## src/rtl/sweep_pkg.sv

```systemverilog
// Shared sweep definitions: state encodings, direction constants and default widths.
// Direction encoding matches the sweep generator (0 = going up, 1 = going down).
package sweep_pkg;

   typedef enum logic [1:0] {
      IDLE = 2'd0,
      ARM  = 2'd1,
      SCAN = 2'd2
   } state_t;

   localparam logic DIR_UP   = 1'b0;
   localparam logic DIR_DOWN = 1'b1;

   localparam int SIGNAL_IN_SIZE_DEF = 16;
   localparam int POS_SIZE_DEF       = 16;
   localparam int CNT_SIZE           = 16;

endpackage

```

## src/rtl/sweep_peak_finder_if.sv

```systemverilog
// Sample-in / peak-result-out bundle of sweep_peak_finder; master drives samples, slave is the finder.
// SWEEP_PEAK_THRESH_EN adds thresh_in and found_out.
interface sweep_peak_finder_if
   import sweep_pkg::*;
#(
   parameter int SIGNAL_IN_SIZE = SIGNAL_IN_SIZE_DEF,
   parameter int POS_SIZE       = POS_SIZE_DEF
);
   logic                             on_in;
   logic signed [POS_SIZE-1:0]       sweep_val_in;
   logic signed [SIGNAL_IN_SIZE-1:0] signal_in;
   logic                             signal_valid_in;
   logic signed [SIGNAL_IN_SIZE-1:0] peak_val_out;
   logic signed [POS_SIZE-1:0]       peak_pos_out;
   logic                             peak_dir_out;
   logic                             done_out;
   logic [CNT_SIZE-1:0]              scan_count_out;
`ifdef SWEEP_PEAK_THRESH_EN
   logic signed [SIGNAL_IN_SIZE-1:0] thresh_in;
   logic                             found_out;
`endif

   modport master (
      output on_in, sweep_val_in, signal_in, signal_valid_in,
`ifdef SWEEP_PEAK_THRESH_EN
      output thresh_in,
      input  found_out,
`endif
      input  peak_val_out, peak_pos_out, peak_dir_out, done_out, scan_count_out
   );

   modport slave (
      input  on_in, sweep_val_in, signal_in, signal_valid_in,
`ifdef SWEEP_PEAK_THRESH_EN
      input  thresh_in,
      output found_out,
`endif
      output peak_val_out, peak_pos_out, peak_dir_out, done_out, scan_count_out
   );

endinterface

```

## src/rtl/sweep_dir_detect.sv

```systemverilog
// Tracks sweep direction from successive samples; turn_out is combinational in the turnaround cycle.
// Equal successive values never change direction; clear_in forces direction up and masks turn_out.
module sweep_dir_detect
   import sweep_pkg::*;
#(
   parameter int POS_SIZE = POS_SIZE_DEF
) (
   input  logic                       clk_in,
   input  logic                       rst_n_in,
   input  logic                       clear_in,
   input  logic signed [POS_SIZE-1:0] sweep_val_in,
   output logic                       dir_out,
   output logic                       turn_out
);

   logic signed [POS_SIZE-1:0] r_prev;
   logic                       r_dir;
   logic                       w_inc;
   logic                       w_dec;

   always_comb begin
      w_inc = (sweep_val_in > r_prev);
      w_dec = (sweep_val_in < r_prev);
   end

   assign turn_out = !clear_in &&
                     ((w_inc && (r_dir == DIR_DOWN)) || (w_dec && (r_dir == DIR_UP)));
   assign dir_out  = r_dir;

   always_ff @(posedge clk_in) begin
      if (!rst_n_in) begin
         r_prev <= '0;
         r_dir  <= DIR_UP;
      end else begin
         r_prev <= sweep_val_in;
         if (clear_in)
            r_dir <= DIR_UP;
         else if (w_inc)
            r_dir <= DIR_UP;
         else if (w_dec)
            r_dir <= DIR_DOWN;
      end
   end

endmodule

```

## src/rtl/sweep_peak_finder.sv

```systemverilog
// Per half-scan peak finder: results and done_out appear one cycle after the turnaround; no back-pressure.
// SWEEP_PEAK_THRESH_EN adds found_out = (peak >= thresh_in) at publish time.
module sweep_peak_finder
   import sweep_pkg::*;
#(
   parameter int SIGNAL_IN_SIZE = SIGNAL_IN_SIZE_DEF,
   parameter int POS_SIZE       = POS_SIZE_DEF
) (
   input logic               clk_in,
   input logic               rst_n_in,
   sweep_peak_finder_if.slave bus
);

   state_t                           r_state;
   state_t                           w_state_nxt;
   logic                             w_publish;
   logic                             w_turn;
   logic                             w_dir;
   logic                             w_clear;

   logic                             r_trk_vld;
   logic signed [SIGNAL_IN_SIZE-1:0] r_trk_val;
   logic signed [POS_SIZE-1:0]       r_trk_pos;

   logic signed [SIGNAL_IN_SIZE-1:0] r_peak_val;
   logic signed [POS_SIZE-1:0]       r_peak_pos;
   logic                             r_peak_dir;
   logic                             r_done;
   logic [CNT_SIZE-1:0]              r_count;

   assign w_clear = (r_state == IDLE);

   sweep_dir_detect #(.POS_SIZE(POS_SIZE)) u_dir (
      .clk_in       (clk_in),
      .rst_n_in     (rst_n_in),
      .clear_in     (w_clear),
      .sweep_val_in (bus.sweep_val_in),
      .dir_out      (w_dir),
      .turn_out     (w_turn)
   );

   always_ff @(posedge clk_in) begin
      if (!rst_n_in)
         r_state <= IDLE;
      else
         r_state <= w_state_nxt;
   end

   always_comb begin
      w_state_nxt = r_state;
      w_publish   = 1'b0;
      if (!bus.on_in) begin
         w_state_nxt = IDLE;
      end else begin
         case (r_state)
            IDLE:    w_state_nxt = ARM;
            ARM:     if (w_turn) w_state_nxt = SCAN;
            SCAN:    w_publish = w_turn && r_trk_vld;
            default: w_state_nxt = IDLE;
         endcase
      end
   end

   // The turnaround sample opens the new half-scan, so it reloads rather than competes.
   always_ff @(posedge clk_in) begin
      if (!rst_n_in) begin
         r_trk_vld <= 1'b0;
         r_trk_val <= '0;
         r_trk_pos <= '0;
      end else if (!bus.on_in || (r_state == IDLE)) begin
         r_trk_vld <= 1'b0;
      end else if (w_turn) begin
         r_trk_vld <= bus.signal_valid_in;
         r_trk_val <= bus.signal_in;
         r_trk_pos <= bus.sweep_val_in;
      end else if (bus.signal_valid_in && (!r_trk_vld || (bus.signal_in > r_trk_val))) begin
         r_trk_vld <= 1'b1;
         r_trk_val <= bus.signal_in;
         r_trk_pos <= bus.sweep_val_in;
      end
   end

   always_ff @(posedge clk_in) begin
      if (!rst_n_in) begin
         r_peak_val <= '0;
         r_peak_pos <= '0;
         r_peak_dir <= DIR_UP;
         r_done     <= 1'b0;
         r_count    <= '0;
      end else begin
         r_done <= w_publish;
         if (w_publish) begin
            r_peak_val <= r_trk_val;
            r_peak_pos <= r_trk_pos;
            r_peak_dir <= w_dir;
            r_count    <= r_count + 1'b1;
         end
      end
   end

`ifdef SWEEP_PEAK_THRESH_EN
   logic r_found;

   always_ff @(posedge clk_in) begin
      if (!rst_n_in)
         r_found <= 1'b0;
      else if (w_publish)
         r_found <= (r_trk_val >= bus.thresh_in);
   end

   assign bus.found_out = r_found;
`endif

   assign bus.peak_val_out   = r_peak_val;
   assign bus.peak_pos_out   = r_peak_pos;
   assign bus.peak_dir_out   = r_peak_dir;
   assign bus.done_out       = r_done;
   assign bus.scan_count_out = r_count;

endmodule

```

## src/flat_wrapper.sv

```systemverilog
// flat-port wrapper written by rule: the top's interface ports become plain ports
module sweep_peak_finder_flat import sweep_pkg::*;
#(
   parameter int SIGNAL_IN_SIZE = SIGNAL_IN_SIZE_DEF,
   parameter int POS_SIZE       = POS_SIZE_DEF
)
  (clk_in, rst_n_in, bus_on_in, bus_sweep_val_in, bus_signal_in, bus_signal_valid_in, bus_peak_val_out, bus_peak_pos_out, bus_peak_dir_out, bus_done_out, bus_scan_count_out);
  sweep_peak_finder_if #(.SIGNAL_IN_SIZE(SIGNAL_IN_SIZE), .POS_SIZE(POS_SIZE)) bus_i ();
  input logic clk_in;
  input logic rst_n_in;
  input wire logic [$bits(bus_i.on_in)-1:0] bus_on_in;
  input wire logic [$bits(bus_i.sweep_val_in)-1:0] bus_sweep_val_in;
  input wire logic [$bits(bus_i.signal_in)-1:0] bus_signal_in;
  input wire logic [$bits(bus_i.signal_valid_in)-1:0] bus_signal_valid_in;
  output wire logic [$bits(bus_i.peak_val_out)-1:0] bus_peak_val_out;
  output wire logic [$bits(bus_i.peak_pos_out)-1:0] bus_peak_pos_out;
  output wire logic [$bits(bus_i.peak_dir_out)-1:0] bus_peak_dir_out;
  output wire logic [$bits(bus_i.done_out)-1:0] bus_done_out;
  output wire logic [$bits(bus_i.scan_count_out)-1:0] bus_scan_count_out;
  assign bus_i.on_in = bus_on_in;
  assign bus_i.sweep_val_in = bus_sweep_val_in;
  assign bus_i.signal_in = bus_signal_in;
  assign bus_i.signal_valid_in = bus_signal_valid_in;
  assign bus_peak_val_out = bus_i.peak_val_out;
  assign bus_peak_pos_out = bus_i.peak_pos_out;
  assign bus_peak_dir_out = bus_i.peak_dir_out;
  assign bus_done_out = bus_i.done_out;
  assign bus_scan_count_out = bus_i.scan_count_out;
  sweep_peak_finder #(.SIGNAL_IN_SIZE(SIGNAL_IN_SIZE), .POS_SIZE(POS_SIZE)) u_core (.clk_in(clk_in), .rst_n_in(rst_n_in), .bus(bus_i));
endmodule
```

## config.mk

```make
export PLATFORM = sky130hd
export DESIGN_NAME = sweep_peak_finder_flat
export DESIGN_NICKNAME = d
export VERILOG_FILES = /design/src/rtl/sweep_pkg.sv /design/src/rtl/sweep_peak_finder_if.sv /design/src/rtl/sweep_dir_detect.sv /design/src/rtl/sweep_peak_finder.sv /design/src/flat_wrapper.sv
export SDC_FILE = /design/constraint.sdc
export NUM_CORES = 1
export LEC_CHECK = 0
export BUFFER_PORTS_ARGS = -buffer_cell sky130_fd_sc_hd__buf_4
export CAP_MARGIN = 20
export CORE_MARGIN = 2
export CORE_UTILIZATION = 30
export DETAILED_ROUTE_END_ITERATION = 10
export PLACE_DENSITY = 0.49
export SETUP_SLACK_MARGIN = 0.3
export SYNTH_ARGS = -nofsm -noshare
export SYNTH_HDL_FRONTEND = slang
export SYNTH_SLANG_ARGS = --single-unit
```

## constraint.sdc

```tcl
create_clock -name clk_in -period 5.2 [get_ports clk_in]
set_input_delay 1.04 -clock clk_in [delete_from_list [all_inputs] [get_ports clk_in]]
set_output_delay 1.04 -clock clk_in [all_outputs]
set_load 0.005 [all_outputs]
```

# Word-level counts from Yosys, hierarchy flattened
# Cells that the tools add are included.
# Widths: inputs -> output; s select.
totals:
  register_bits: 102
  output_inout_bits: 50
  elab_cells: 50
op_classes:
  n_addsub: 1
  magnitude_cmp: 3
  eq_ne: 3
  muxes: 10
  bitwise_logic: 4
  n_reduce_logical: 18
op_table:
  columns: ["op", "n"]
  rows:
  - ["$mux 16", 4]
  - ["$gt 16x16->1", 2]
  - ["$add 16x1->16 const B", 1]
  - ["$lt 16x16->1", 1]
  - ["$pmux 2 s3", 1]
  - ["$reduce_and 2->1", 3]
  - ["$logic_and 1x1->1", 5]
  - ["$mux 1", 4]
  - ["$not 1->1", 4]
  - ["$logic_not 1->1", 3]
  - ["$logic_or 1x1->1", 3]
  - ["$reduce_or 3->1", 1]
  - ["$eq 2x1->1 const B", 1]
  - ["$eq 2x2->1 const B", 1]
  - ["$logic_not 2->1", 1]
  - ["$mux 2", 1]
  - ["$ne 2x1->1 const B", 1]
  - ["$reduce_bool 2->1", 1]
  - ["$reduce_or 2->1", 1]

# Logic depth before layout (Yosys ltp)
depth:
  depth_word: 7
  depth_mapped: 12

# Hierarchy
# A second synthesis with hierarchy kept.
hier_totals:
  hier_cells: 549
  area_unflattened_um2: 4793.3
modules_own_cells:
  columns: ["module", "n_inst", "cells_each", "area_per_inst_um2", "seq_area_each_um2"]
  rows:
  - ["sweep_peak_finder", 1, 444, 3834.9, 1701.6]
  - ["sweep_dir_detect", 1, 105, 958.4, 340.3]

# Least setup slack after synthesis
# No wires, ideal clock.
synth_path:
  kind: "input-to-reg"
  startpoint: "input bus_sweep_val_in[15]"
  endpoint: "register u_core.r_count[15], in the netlist u_core.bus.scan_count_out[15]"
  setup_time_ns: 0.071
  arrival_ns: 3.466
  required_time_ns: 5.129
  setup_slack_ns: 1.664
  cell_stages: 9
  n_path_buf: 0
  path_cell_list: "ha_1 -> nand4_2 -> or4_1 -> a21o_1 -> nand2_1 -> mux2i_1 -> o21ai_2 -> or4_1 -> a21oi_1"
synth_via:
  elab_chain_cells: 7
  elab_cells_between_ends: 9
  classes_between: "order compare (2); mux (2); reduce/logical (5)"
synth_lines:
  columns: ["element", "line", "text"]
  rows:
  - ["from (decl)", "flat_wrapper.sv:12", "input wire logic [$bits(bus_i.sweep_val_in)-1:0] bus_sweep_val_in;"]
  - ["$gt 16x16->1 / $lt 16x16->1 (equally long branches)", "sweep_dir_detect.sv:22, sweep_dir_detect.sv:23", null]
  - ["$logic_and 1x1->1", "sweep_dir_detect.sv:27", "((w_inc && (r_dir == DIR_DOWN)) || (w_dec && (r_dir == DIR_UP)));"]
  - ["$logic_or 1x1->1 *", "sweep_dir_detect.sv:27", null]
  - ["$logic_and 1x1->1 *", "sweep_dir_detect.sv:26", "assign turn_out = !clear_in &&"]
  - ["$logic_and 1x1->1 *", "sweep_peak_finder.sv:58", "SCAN: w_publish = w_turn && r_trk_vld;"]
  - ["$mux 1 *", "sweep_peak_finder.sv:55", "case (r_state)"]
  - ["$mux 1 *", "sweep_peak_finder.sv:52", "if (!bus.on_in) begin"]
  - ["to (signal assigned)", "sweep_peak_finder.sv:96", "r_count <= r_count + 1'b1;"]
  - ["to (decl)", "sweep_peak_finder.sv:29", "logic [CNT_SIZE-1:0] r_count;"]
# Mark *: on every way between the ends. The rest lies on a longest branch, timed or not.
# A chain may end at the register's enable or synchronous reset.

# Worst setup path in the final report
layout_path:
  startpoint: "input bus_sweep_val_in[15]"
  endpoint: "register u_core.r_trk_pos[6]"
layout_via:
  elab_chain_cells: 6
  elab_cells_between_ends: 9
  classes_between: "order compare (2); mux (1); reduce/logical (6)"
layout_lines:
  columns: ["element", "line", "text"]
  rows:
  - ["$gt 16x16->1 / $lt 16x16->1 (equally long branches)", "sweep_dir_detect.sv:22, sweep_dir_detect.sv:23", null]
  - ["$logic_and 1x1->1", "sweep_dir_detect.sv:27", null]
  - ["$logic_or 1x1->1 *", "sweep_dir_detect.sv:27", null]
  - ["$logic_and 1x1->1 *", "sweep_dir_detect.sv:26", null]
  - ["$reduce_bool 2->1 (no source line)", null, null]
  - ["$reduce_and 2->1 (no source line)", null, null]
  - ["to (signal assigned)", "sweep_peak_finder.sv:75", "r_trk_pos <= bus.sweep_val_in;"]
  - ["to (signal assigned)", "sweep_peak_finder.sv:79", "r_trk_pos <= bus.sweep_val_in;"]
  - ["to (decl)", "sweep_peak_finder.sv:23", "logic signed [POS_SIZE-1:0] r_trk_pos;"]
# Marks and branches as above.

==> metrics.cfg <==
[synthesis]
ys_ff_latch = 102
synth_cells = 518
synth_top_cell_area_share = 0.434
syn_nets = 587
syn_area_per_cell_um2 = 9.08
synth_top_area_cell = dfxtp_1
netlist_top_cells_area = dfxtp_1 (43%), mux2i_1 (14%), ha_1 (8.8%)
syn-cell-area_mm2 = 0.00470
synth_cell_types = 47
yosys_warnings = 0
ys_seq_area_frac = 0.434

[drt]
firstDrtPassIters = 4
via_per_inst = 4.48
finalWirelength_um = 10400
ant_nets = 0
drc = 0
wl_per_cell_um = 12.9
drt_iter0_markers = 155
num_vias = 3621

[sta]
hold_viol = 0
period_share = 0.763
maxSlewViolCount = 0
fin_skew_ps = 8.76
setup_violations = 0
rsz0062_at_grt = false
min_period_ps = 3970
timing.slew.headroom = 0.292
fmax_mhz = 252
tns_ps = 0
tightest_slew_ps = 1060
setup_ws_ps = 1230

[clock_tree]
cts_setup_buffers = 0
cts_max_level = 3
cts_resized = 0
cts_hold_buf = 0
clkTransAtPathRegs_ps = 60
clk_latency_ps = 350
cts_sinks = 102
root_buffer = clkbuf_16
tritoncts = yes
cts.path.max_buffers = 2
cts_buffers = 9

[floorplanning]
rows = 45
io_pins = 86
die_x_um = 129
core_region_area_mm2 = 0.0153
initial_core_util = 0.308
die_area_mm2 = 0.0167
die_y_um = 129

[worst_setup_path]
required_ps = 5470
path_class = in2reg
worstSetupEndpointType = register
cp.arrival_ps = 4230
crit_path_start_kind = primary input
critPathMaxFanout = 32

[global_routing]
groute.usage.overall = 0.132
grt_max_degree = 77
grt_pass1_wl_um = 17300
grt_pass1_vias = 3511
grt_overflow = 0
grt_antenna_before_repair = 0

[cells_and_area]
final_cell_area_mm2 = 0.00581
nNetsFinal = 664
area_growth_pct = 23.5
layout-drive-gt1-share = 0.181
final_util = 0.381
num_antenna_cells = 0

[placed_design]
numPortBuffers = 85
place_congestion = 0.718
place_hpwl_um = 7490
pre_cts_ws_ps = 864
placed_area_mm2 = 0.00552

[run]
drv_cap = 0

[status]
status = finished clean

[pwr]
power.leakage_nw = 2.85
p_per_area_mw_per_mm2 = 283
vdd_ir_drop_max_v = 0.000138

[worst_hold_path]
hold_path_class = reg2reg

[power by group]
group          switching (mW)  leakage, nW  internal (mW)  total (mW)
combinational          0.0868         1.88         0.0669       0.154
clock                   0.284        0.142          0.395       0.678
sequential             0.0100        0.828          0.799       0.809
[worst paths after layout]
check	start	to	slack, ps	cells after the start
max	bus_sweep_val_in[15]	u_core.r_trk_pos[6]$_SDFFE_PN0P_	1230	10
min reg2reg	u_core.r_trk_pos[7]$_SDFFE_PN0P_	u_core.r_trk_pos[7]$_SDFFE_PN0P_	460	2
min	u_core.r_trk_pos[7]$_SDFFE_PN0P_	u_core.r_trk_pos[7]$_SDFFE_PN0P_	460	2
max reg2reg	u_core.u_dir.r_prev[15]$_SDFF_PN0_	u_core.r_trk_pos[6]$_SDFFE_PN0P_	1720	10
[state kept, by name (all words and copies together), names as in the netlist]
| name | flops |
|---|---|
| u_core.bus.peak_pos_out | 16 |
| u_core.bus.peak_val_out | 16 |
| u_core.bus.scan_count_out | 16 |
| u_core.r_trk_pos | 16 |
| u_core.r_trk_val | 16 |
| u_core.u_dir.r_prev | 16 |
| u_core.r_state | 2 |
| u_core.bus.done_out | 1 |
| u_core.bus.peak_dir_out | 1 |
| u_core.r_trk_vld | 1 |
| u_core.u_dir.dir_out | 1 |
[synthesized netlist by cell type, drive strengths merged]
library cell	instances
o22ai	1
and4	1
o21bai	2
o31ai	4
nor2b	3
dfxtp	102
or4	6
a311oi	1
mux2i	67
nand3	10
clkinv	1
a2111oi	2
nand2b	5
clkbuf	11
a21boi	1
nor2	40
nand2	81
o211ai	6
o311ai	2
a21oi	23
nand4	6
nor3	9
o2111ai	1
or3	4
buf	11
and2	1
o21ai	10
o21a	5
xor2	1
a221o	1
a31oi	1
inv	53
and3	3
o21ba	1
nor4	2
nor3b	2
a21o	3
ha	33
o41ai	2
[through the flow]
stage | hold WS (ps) | instances | total power, mW
after global placement | 446 | 795 | 0.981
after detailed placement | 455 | 795 | 0.983
after floorplan | 438 | 518 | 0.930
after global routing | 487 | 809 | 1.72
final | 459 | 809 | 1.64
after CTS | 464 | 809 | 1.67
[per-layer routing]
metal	track usage	share of wire	vias to the layer above
met4	0.0556	0.018	0
met2	0.204	0.44	60
met5	0	0	-
li1	-	-	1905
met1	0.175	0.49	1642
met3	0.0347	0.049	14
[final cells by class]
class / instances / area (um^2)
Sequential cell: 102 / 2040
Tap cell: 211 / 264
Clock inverter: 1 / 30.0
Timing Repair Buffer: 88 / 661
Clock buffer: 13 / 260
Inverter: 54 / 203
Multi-Input combinational cell: 340 / 2350
Fill cell: 1605 / 9450
[logic make-up (layout without fill, tap and decap cells)]
family / Yosys count / count (layout) / share of synthesized area
compound gates: 66 / 66 / 0.0998
mux: 67 / 67 / 0.143
flops: 102 / 102 / 0.434
xor+xnor: 1 / 1 / 0.00186
fa+ha+maj: 33 / 33 / 0.0878
simple gates: 173 / 173 / 0.165
buf+inv: 76 / 156 / 0.0686
[layout by cell type (no fill, tap or decap), drive strengths merged, types with 3 or more instances in the layout]
cell and instances:
dfxtp 102, mux2i 67, or4 6, nor2b 3, nor2 40, inv 53
nor3 9, buf 88, a21o 3, or3 4, nand4 6, o21a 5
o31ai 4, o211ai 6, nand2 81, a21oi 23, and3 3, o21ai 10
ha 33, nand2b 5, clkbuf 13, nand3 10
[critical path: stages]
cell,delay (ps)
buf_4,120
ha_1,360
nand4_2,160
or4_1,530
a21o_1,240
a21boi_2,230
a311oi_4,90
nor2_2,260
a21o_2,880
mux2i_1,280
Note: power is estimated with default switching activity, not from simulation.
